===== src/rtl/mem_bus_adapter.sv =====
// rtl/mem_bus_adapter.sv - CPU load/store request to Avalon-MM master adapter
module mem_bus_adapter #(
    parameter int TIMEOUT = 255
) (
    input  logic        clk,
    input  logic        reset,
    input  logic        req_valid,
    input  logic        req_write,
    input  logic [1:0]  req_size,
    input  logic        req_signed,
    input  logic [31:0] req_addr,
    input  logic [31:0] req_wdata,
    output logic        req_ready,
    output logic        resp_valid,
    output logic        resp_error,
    output logic [31:0] resp_rdata,
    output logic [31:0] address,
    output logic        read,
    output logic        write,
    output logic [3:0]  byteenable,
    output logic [31:0] writedata,
    input  logic        waitrequest,
    input  logic [31:0] readdata
);

    typedef enum logic [1:0] {IDLE, BUS, RESP} state_t;

    // Abort fires on the stall edge that brings the count to TIMEOUT.
    localparam logic [7:0] STALL_LIMIT = 8'(TIMEOUT - 1);

    state_t      state;
    logic [7:0]  stall_cnt;
    logic [1:0]  cap_size;
    logic        cap_signed;
    logic [1:0]  cap_lane;

    logic        req_illegal;
    logic [3:0]  be_next;
    logic [31:0] wdata_next;
    logic [7:0]  lane_byte;
    logic [15:0] lane_half;
    logic [31:0] load_data;

    assign req_ready = (state == IDLE);

    always_comb begin
        req_illegal = 1'b0;
        be_next     = 4'b1111;
        wdata_next  = req_wdata;
        case (req_size)
            2'b00: begin
                be_next    = 4'b0001 << req_addr[1:0];
                wdata_next = {4{req_wdata[7:0]}};
            end
            2'b01: begin
                be_next     = 4'b0011 << req_addr[1:0];
                wdata_next  = {2{req_wdata[15:0]}};
                req_illegal = req_addr[0];
            end
            2'b10:   req_illegal = (req_addr[1:0] != 2'b00);
            default: req_illegal = 1'b1;
        endcase
    end

    always_comb begin
        lane_byte = readdata[7:0];
        lane_half = readdata[15:0];
        case (cap_lane)
            2'b01: lane_byte = readdata[15:8];
            2'b10: begin
                lane_byte = readdata[23:16];
                lane_half = readdata[31:16];
            end
            2'b11: lane_byte = readdata[31:24];
            default: ;
        endcase
        case (cap_size)
            2'b00:   load_data = {{24{cap_signed & lane_byte[7]}}, lane_byte};
            2'b01:   load_data = {{16{cap_signed & lane_half[15]}}, lane_half};
            default: load_data = readdata;
        endcase
    end

    always_ff @(posedge clk) begin
        if (reset) begin
            state      <= IDLE;
            stall_cnt  <= 8'd0;
            cap_size   <= 2'b00;
            cap_signed <= 1'b0;
            cap_lane   <= 2'b00;
            read       <= 1'b0;
            write      <= 1'b0;
            resp_valid <= 1'b0;
            resp_error <= 1'b0;
            resp_rdata <= 32'd0;
            address    <= 32'd0;
            byteenable <= 4'd0;
            writedata  <= 32'd0;
        end else begin
            case (state)
                IDLE: begin
                    if (req_valid) begin
                        cap_size   <= req_size;
                        cap_signed <= req_signed;
                        cap_lane   <= req_addr[1:0];
                        address    <= {req_addr[31:2], 2'b00};
                        byteenable <= be_next;
                        writedata  <= wdata_next;
                        stall_cnt  <= 8'd0;
                        resp_rdata <= 32'd0;
                        if (req_illegal) begin
                            state      <= RESP;
                            resp_valid <= 1'b1;
                            resp_error <= 1'b1;
                        end else begin
                            state <= BUS;
                            read  <= ~req_write;
                            write <= req_write;
                        end
                    end
                end
                BUS: begin
                    if (!waitrequest) begin
                        read       <= 1'b0;
                        write      <= 1'b0;
                        state      <= RESP;
                        resp_valid <= 1'b1;
                        resp_error <= 1'b0;
                        resp_rdata <= write ? 32'd0 : load_data;
                    end else if (stall_cnt == STALL_LIMIT) begin
                        read       <= 1'b0;
                        write      <= 1'b0;
                        state      <= RESP;
                        resp_valid <= 1'b1;
                        resp_error <= 1'b1;
                        resp_rdata <= 32'd0;
                    end else begin
                        stall_cnt <= stall_cnt + 8'd1;
                    end
                end
                RESP: begin
                    resp_valid <= 1'b0;
                    resp_error <= 1'b0;
                    resp_rdata <= 32'd0;
                    state      <= IDLE;
                end
                default: state <= IDLE;
            endcase
        end
    end

endmodule


===== config.mk =====
export PLATFORM = sky130hd
export DESIGN_NAME = mem_bus_adapter
export DESIGN_NICKNAME = d
export VERILOG_FILES = /design/src/rtl/mem_bus_adapter.sv
export SDC_FILE = /design/constraint.sdc
export NUM_CORES = 1
export LEC_CHECK = 0
export ABC_AREA = 1
export ABC_CLOCK_PERIOD_IN_PS = 1790
export CORE_AREA = 2 2 98 138
export CTS_CLUSTER_DIAMETER = 60
export CTS_CLUSTER_SIZE = 28
export DETAILED_ROUTE_END_ITERATION = 8
export DIE_AREA = 0 0 100 140
export PLACE_DENSITY_LB_ADDON = 0.08
export SYNTH_ARGS = -nofsm -noshare
export SYNTH_HDL_FRONTEND = slang
export SYNTH_SLANG_ARGS = --single-unit

===== constraint.sdc =====
create_clock -name clk -period 1.79 [get_ports clk]
set_clock_uncertainty 0.05 [all_clocks]
set_input_delay 0.179 -clock clk [delete_from_list [all_inputs] [get_ports clk]]
set_output_delay 0.179 -clock clk [all_outputs]
set_load 0.03 [all_outputs]

# Word-level counts from Yosys, hierarchy flattened
# Cells that the tools add are included.
# op_classes
addsub	1
mul	0
div	0
n_lt_le_gt_ge	0
n_eq_ne	15
n_shift	2
mux	35
bitwise	3
reduce_logical	12
# op_table
cell	count
two-way mux 32 bit	4
case mux 32 bit (2 select lines)	2
case mux 32 bit (3 select lines)	1
two-way mux 8 bit	3
case mux 8 bit (3 select lines)	1
two-way mux 16 bit	1
case mux 8 bit (2 select lines)	1
AND reduction 4 bit	3
two-way mux 1 bit	11
case mux 1 bit (3 select lines)	3
adder 8 x 1 -> 8 bit (second input constant)	1
equality test 2 x 1 -> 1 bit (second input constant)	4
equality test 2 bit (second input constant)	4
equality test 8 bit (second input constant)	1
two-way mux 2 bit	4
!= test 2 bit (second input constant)	4
case mux 4 bit (2 select lines)	1
zero test 2 bit	3
case mux 1 bit (2 select lines)	2
case mux 2 bit (2 select lines)	1
AND reduction 2 bit	2
nonzero test 2 bit	2
left shift 1 x 2 -> 4 bit (first input constant)	1
left shift 2 x 2 -> 4 bit (first input constant)	1
other kinds (6)	7
# totals
reg_bits	117
latchBits	0
ram_bits	0
romBits	0
input_bits	104
out_inout_bits	105
wordCells	81
mem_count	0

# Depth between registers and ports, before layout
# depth
word_depth	7
ltp_mapped	10
mapped_depth_nobuf	10

# Worst setup path before layout
# Ideal clock, no wire load.
# synth_timing
path_type	register to register
start	reg state[1]
end	reg writedata[27]
setup_ps	120
arrival_ps	1424
required_time_ps	1620
slack_ps	196
stages_incl_launch_ff	8
n_path_buf	1
period_less_slack_ps	1594
path_cell_list	dfxtp_1 > nor2_2 > nand2_2 > buf_2 > a21oi_1 > o21ai_0 > o211ai_1 > nand2_1
# synth_between
elab_chain_cells	2
# synth_rtl
element	line_no	rtl
start, declared	31	state_t state;
start signal, assigned	86	state <= IDLE;
start signal, assigned	112	state <= RESP;
start signal, assigned	116	state <= BUS;
zero test 2 bit	n/a	
via req_ready	13	output logic req_ready,
AND reduction 2 bit (no line)	n/a	
end signal, assigned	108	writedata <= wdata_next;
end, declared	21	output logic [31:0] writedata,
# The timed path passes the listed nets, and every way through them passes these cells.
# A chain may end at the register's enable or synchronous reset.

# Worst setup path in the final report
# layout_timing
start	reg writedata[11]
end	out writedata[11]
# No word-level cell between the ends.

==> results.cfg <==
[die]
initial_core_util_pct = 43.0
fp.dieH_um = 140
fp.dieW_um = 100
io_pins = 209
core_area_mm2 = 0.0128
dieArea_mm2 = 0.0140
rows = 49

[power_and_ir_drop]
p_int_mw = 5.77
leakage_nw = 3.47
combPwrFrac_pct = 22.6
p_clk_share_pct = 42.1
switchingPower_mw = 2.49
sw_frac_of_total_pct = 30.2
irDropWorstVdd_mv = 0.612
p_seq_share_pct = 35.3
power.density_mw_per_mm2 = 991

[clock_tree]
clkTransAtPathRegs_ns = 0.06
cts_buffer_depth = 2
cts_tree = built
root_buffer = clkbuf_16
clkSinkCount = 117
insertion_delay_ns = 0.40
htreeDepth = 4
postCtsHoldBufs = 0
cts_buffers = 17

[layout]
syn_to_final_growth_pct = 51.8
final_util_pct = 65.3
antennaDiodeCount = 0
nNetsFinal = 1083
final_layout_size_suffix_gt1_share_pct = 11.3

[timing]
finalSetupTns_ns = 0
relSlewSlack_pct = 57.0
hold_viol = 0
fin_crit_ns = 1.69
worst_pin_slew_ns = 0.645
setup_viol = 0
drv_slew = 0
fmax_mhz = 592
fin_crit_sh_pct = 94.4
rsz0062_at_grt = false

[worst_setup_path]
crit_path_max_incr_delay_ns = 0.71
crit_chain = clkdlybuf4s50_1
startpoint_type = flip-flop
critPathKind = reg2out
crit_slowest_cell = clkdlybuf4s50_1
crit_buf_inv = 1
arrival_ns = 1.46
critPathTopFamily = buffers and inverters
worstPathMaxFanout = 2
worstPathRequired_ns = 1.56
cp-end-kind = output pin

[detailed_routing]
firstDrtPassIters = 5
wl_per_cell_um = 15.5
ant_nets = 0
drc = 0
drt_wl_total_um = 17700
via_per_inst = 5.14
drtIter0Drc = 241
vias = 5878

[synth]
ys_types = 41
ys_seq_area_share_pct = 42.7
ys_ff_latch = 117
ys_warn_count = 0
async_flop_share_pct = 0
synthCells = 773
syn_area_mm2 = 0.00549
ys.flop_type = dfxtp_1
synth_area_per_cell_um2 = 7.10
synth-edff-count = 0

[global_routing]
grt_antenna_before_repair = 0
grt_max_degree = 52
grtUsageTotal_pct = 25.0
grt_pass1_vias = 5934
grt_pass1_wl_um = 28000
grt-ovfl-total = 0

[job]
max_cap_violations = 0

[status]
outcome = finished, final reports clean

[placed_design]
hpwlAfterDp_um = 12900
gp_congestion = 0.873
numPortBuffers = 206

[hold_path]
hold_class = in2reg
## final timing paths
kind	slack (ns)	end	cells past startpoint	startpoint
setup / recovery	0.1	writedata[11]	1	writedata[11]
hold / removal	0.29	writedata[28]	3	req_wdata[28]
setup reg to reg	0.12	resp_rdata[18]	10	stall_cnt[0]
hold reg to reg	0.41	resp_rdata[4]	2	resp_rdata[4]
## state kept, by name, summed over array words and instances, names as in the netlist
name and flops:
address 30, resp_error 1, cap_lane 2, read 1
resp_valid 1, writedata 32, state 2, resp_rdata 32
stall_cnt 8, byteenable 4, cap_signed 1, write 1
cap_size 2
## cells in the mapped netlist (2+ instances only)
cell type / count / share of area [%]
dfxtp_1: 117 / 43
nand2_4: 2 / 0.41
buf_6: 4 / 0.82
clkbuf_1: 20 / 1.4
buf_2: 10 / 0.91
nand2_1: 166 / 11
o211ai_1: 13 / 1.8
inv_2: 5 / 0.34
xor2_1: 2 / 0.32
a21oi_2: 22 / 3.5
nand2_2: 11 / 1.3
a211oi_1: 5 / 0.68
o21ai_1: 10 / 0.91
inv_1: 53 / 3.6
o21ai_0: 74 / 6.7
a31oi_1: 3 / 0.34
nand4_1: 5 / 0.57
nand3_1: 40 / 3.6
a21oi_1: 67 / 6.1
nor3_1: 2 / 0.18
nor2_1: 108 / 7.4
buf_1: 3 / 0.21
buf_4: 7 / 0.96
ha_1: 2 / 0.46
nor2_2: 6 / 0.68
## timing repair
item | CTS | global route
gates resized for setup | 2 | 3
setup endpoints to repair | 2 | 30
pin swaps | 0 | 1
buffers inserted | 0 | 0
hold endpoints to repair | 0 | 0
cloned | 0 | 0
## cells in the final DEF, fill, tap and decap left out, types with 3 or more instances in the layout
master	count
a21oi_2	22
nand2_2	12
clkbuf_16	17
clkinv_2	4
clkdlybuf4s50_1	203
a21oi_1	67
nand4_1	5
buf_12	5
inv_2	7
nand2_1	165
nor2_2	5
dfxtp_1	117
buf_4	18
o21ai_0	74
o211ai_1	13
clkinv_4	3
a211oi_1	5
nor2_1	108
a31oi_1	3
inv_1	51
o21ai_1	10
clkinvlp_4	3
bufinv_16	3
nand3_1	40
inv_6	4
## layer usage
| layer | vias up | wire, µm | track usage (%) |
|---|---|---|---|
| met5 | - | 0 | 0 |
| met4 | 0 | 681 | 12.9 |
| met3 | 39 | 1440 | 8.28 |
| met2 | 240 | 8760 | 43.6 |
| met1 | 2668 | 6850 | 26.5 |
| li1 | 2931 | - | - |
## per-stage QoR
stage	std cells	hold slack, ns	power [mW]	instance area (µm²)	worst slack, ns
2_1_floorplan	774	0.267	4.00	5490	0.196
3_3_place_gp	1111	0.401	4.80	7720	-0.0179
3_5_place_dp	1111	0.404	4.83	7720	-0.0808
4_1_cts	1143	0.279	8.31	8330	0.0760
5_1_grt	1143	0.294	8.61	8330	0.0214
6_report	1143	0.288	8.26	8330	0.0995
## power by group through the flow
| stage | Combinational (mW) | Sequential [mW] | Clock (mW) |
|---|---|---|---|
| after CTS | 1.87 | 2.92 | 3.53 |
| after floorplan | 0.718 | 3.28 | 0 |
| final | 1.86 | 2.92 | 3.48 |
| after detailed placement | 1.86 | 2.97 | 0 |
| after global routing | 2.01 | 2.94 | 3.66 |
| after global placement | 1.84 | 2.96 | 0 |
## logic make-up after synthesis
family / synth area share [%]
buf+inv: 9.03
xor+xnor: 0.319
simple gates: 26.7
flops: 42.7
compound gates: 20.8
other cells: 0.0683
fa+ha+maj: 0.456
## layout make-up
cell class	instances	area, µm²
well taps	153	191
clock buffers	17	425
clock inverters	15	180
fillers	1161	4420
flip-flops and latches	117	2340
inverters	62	241
multi-input cells	550	2660
repair buffers	229	2290
Power figures use the tool's default switching activity.
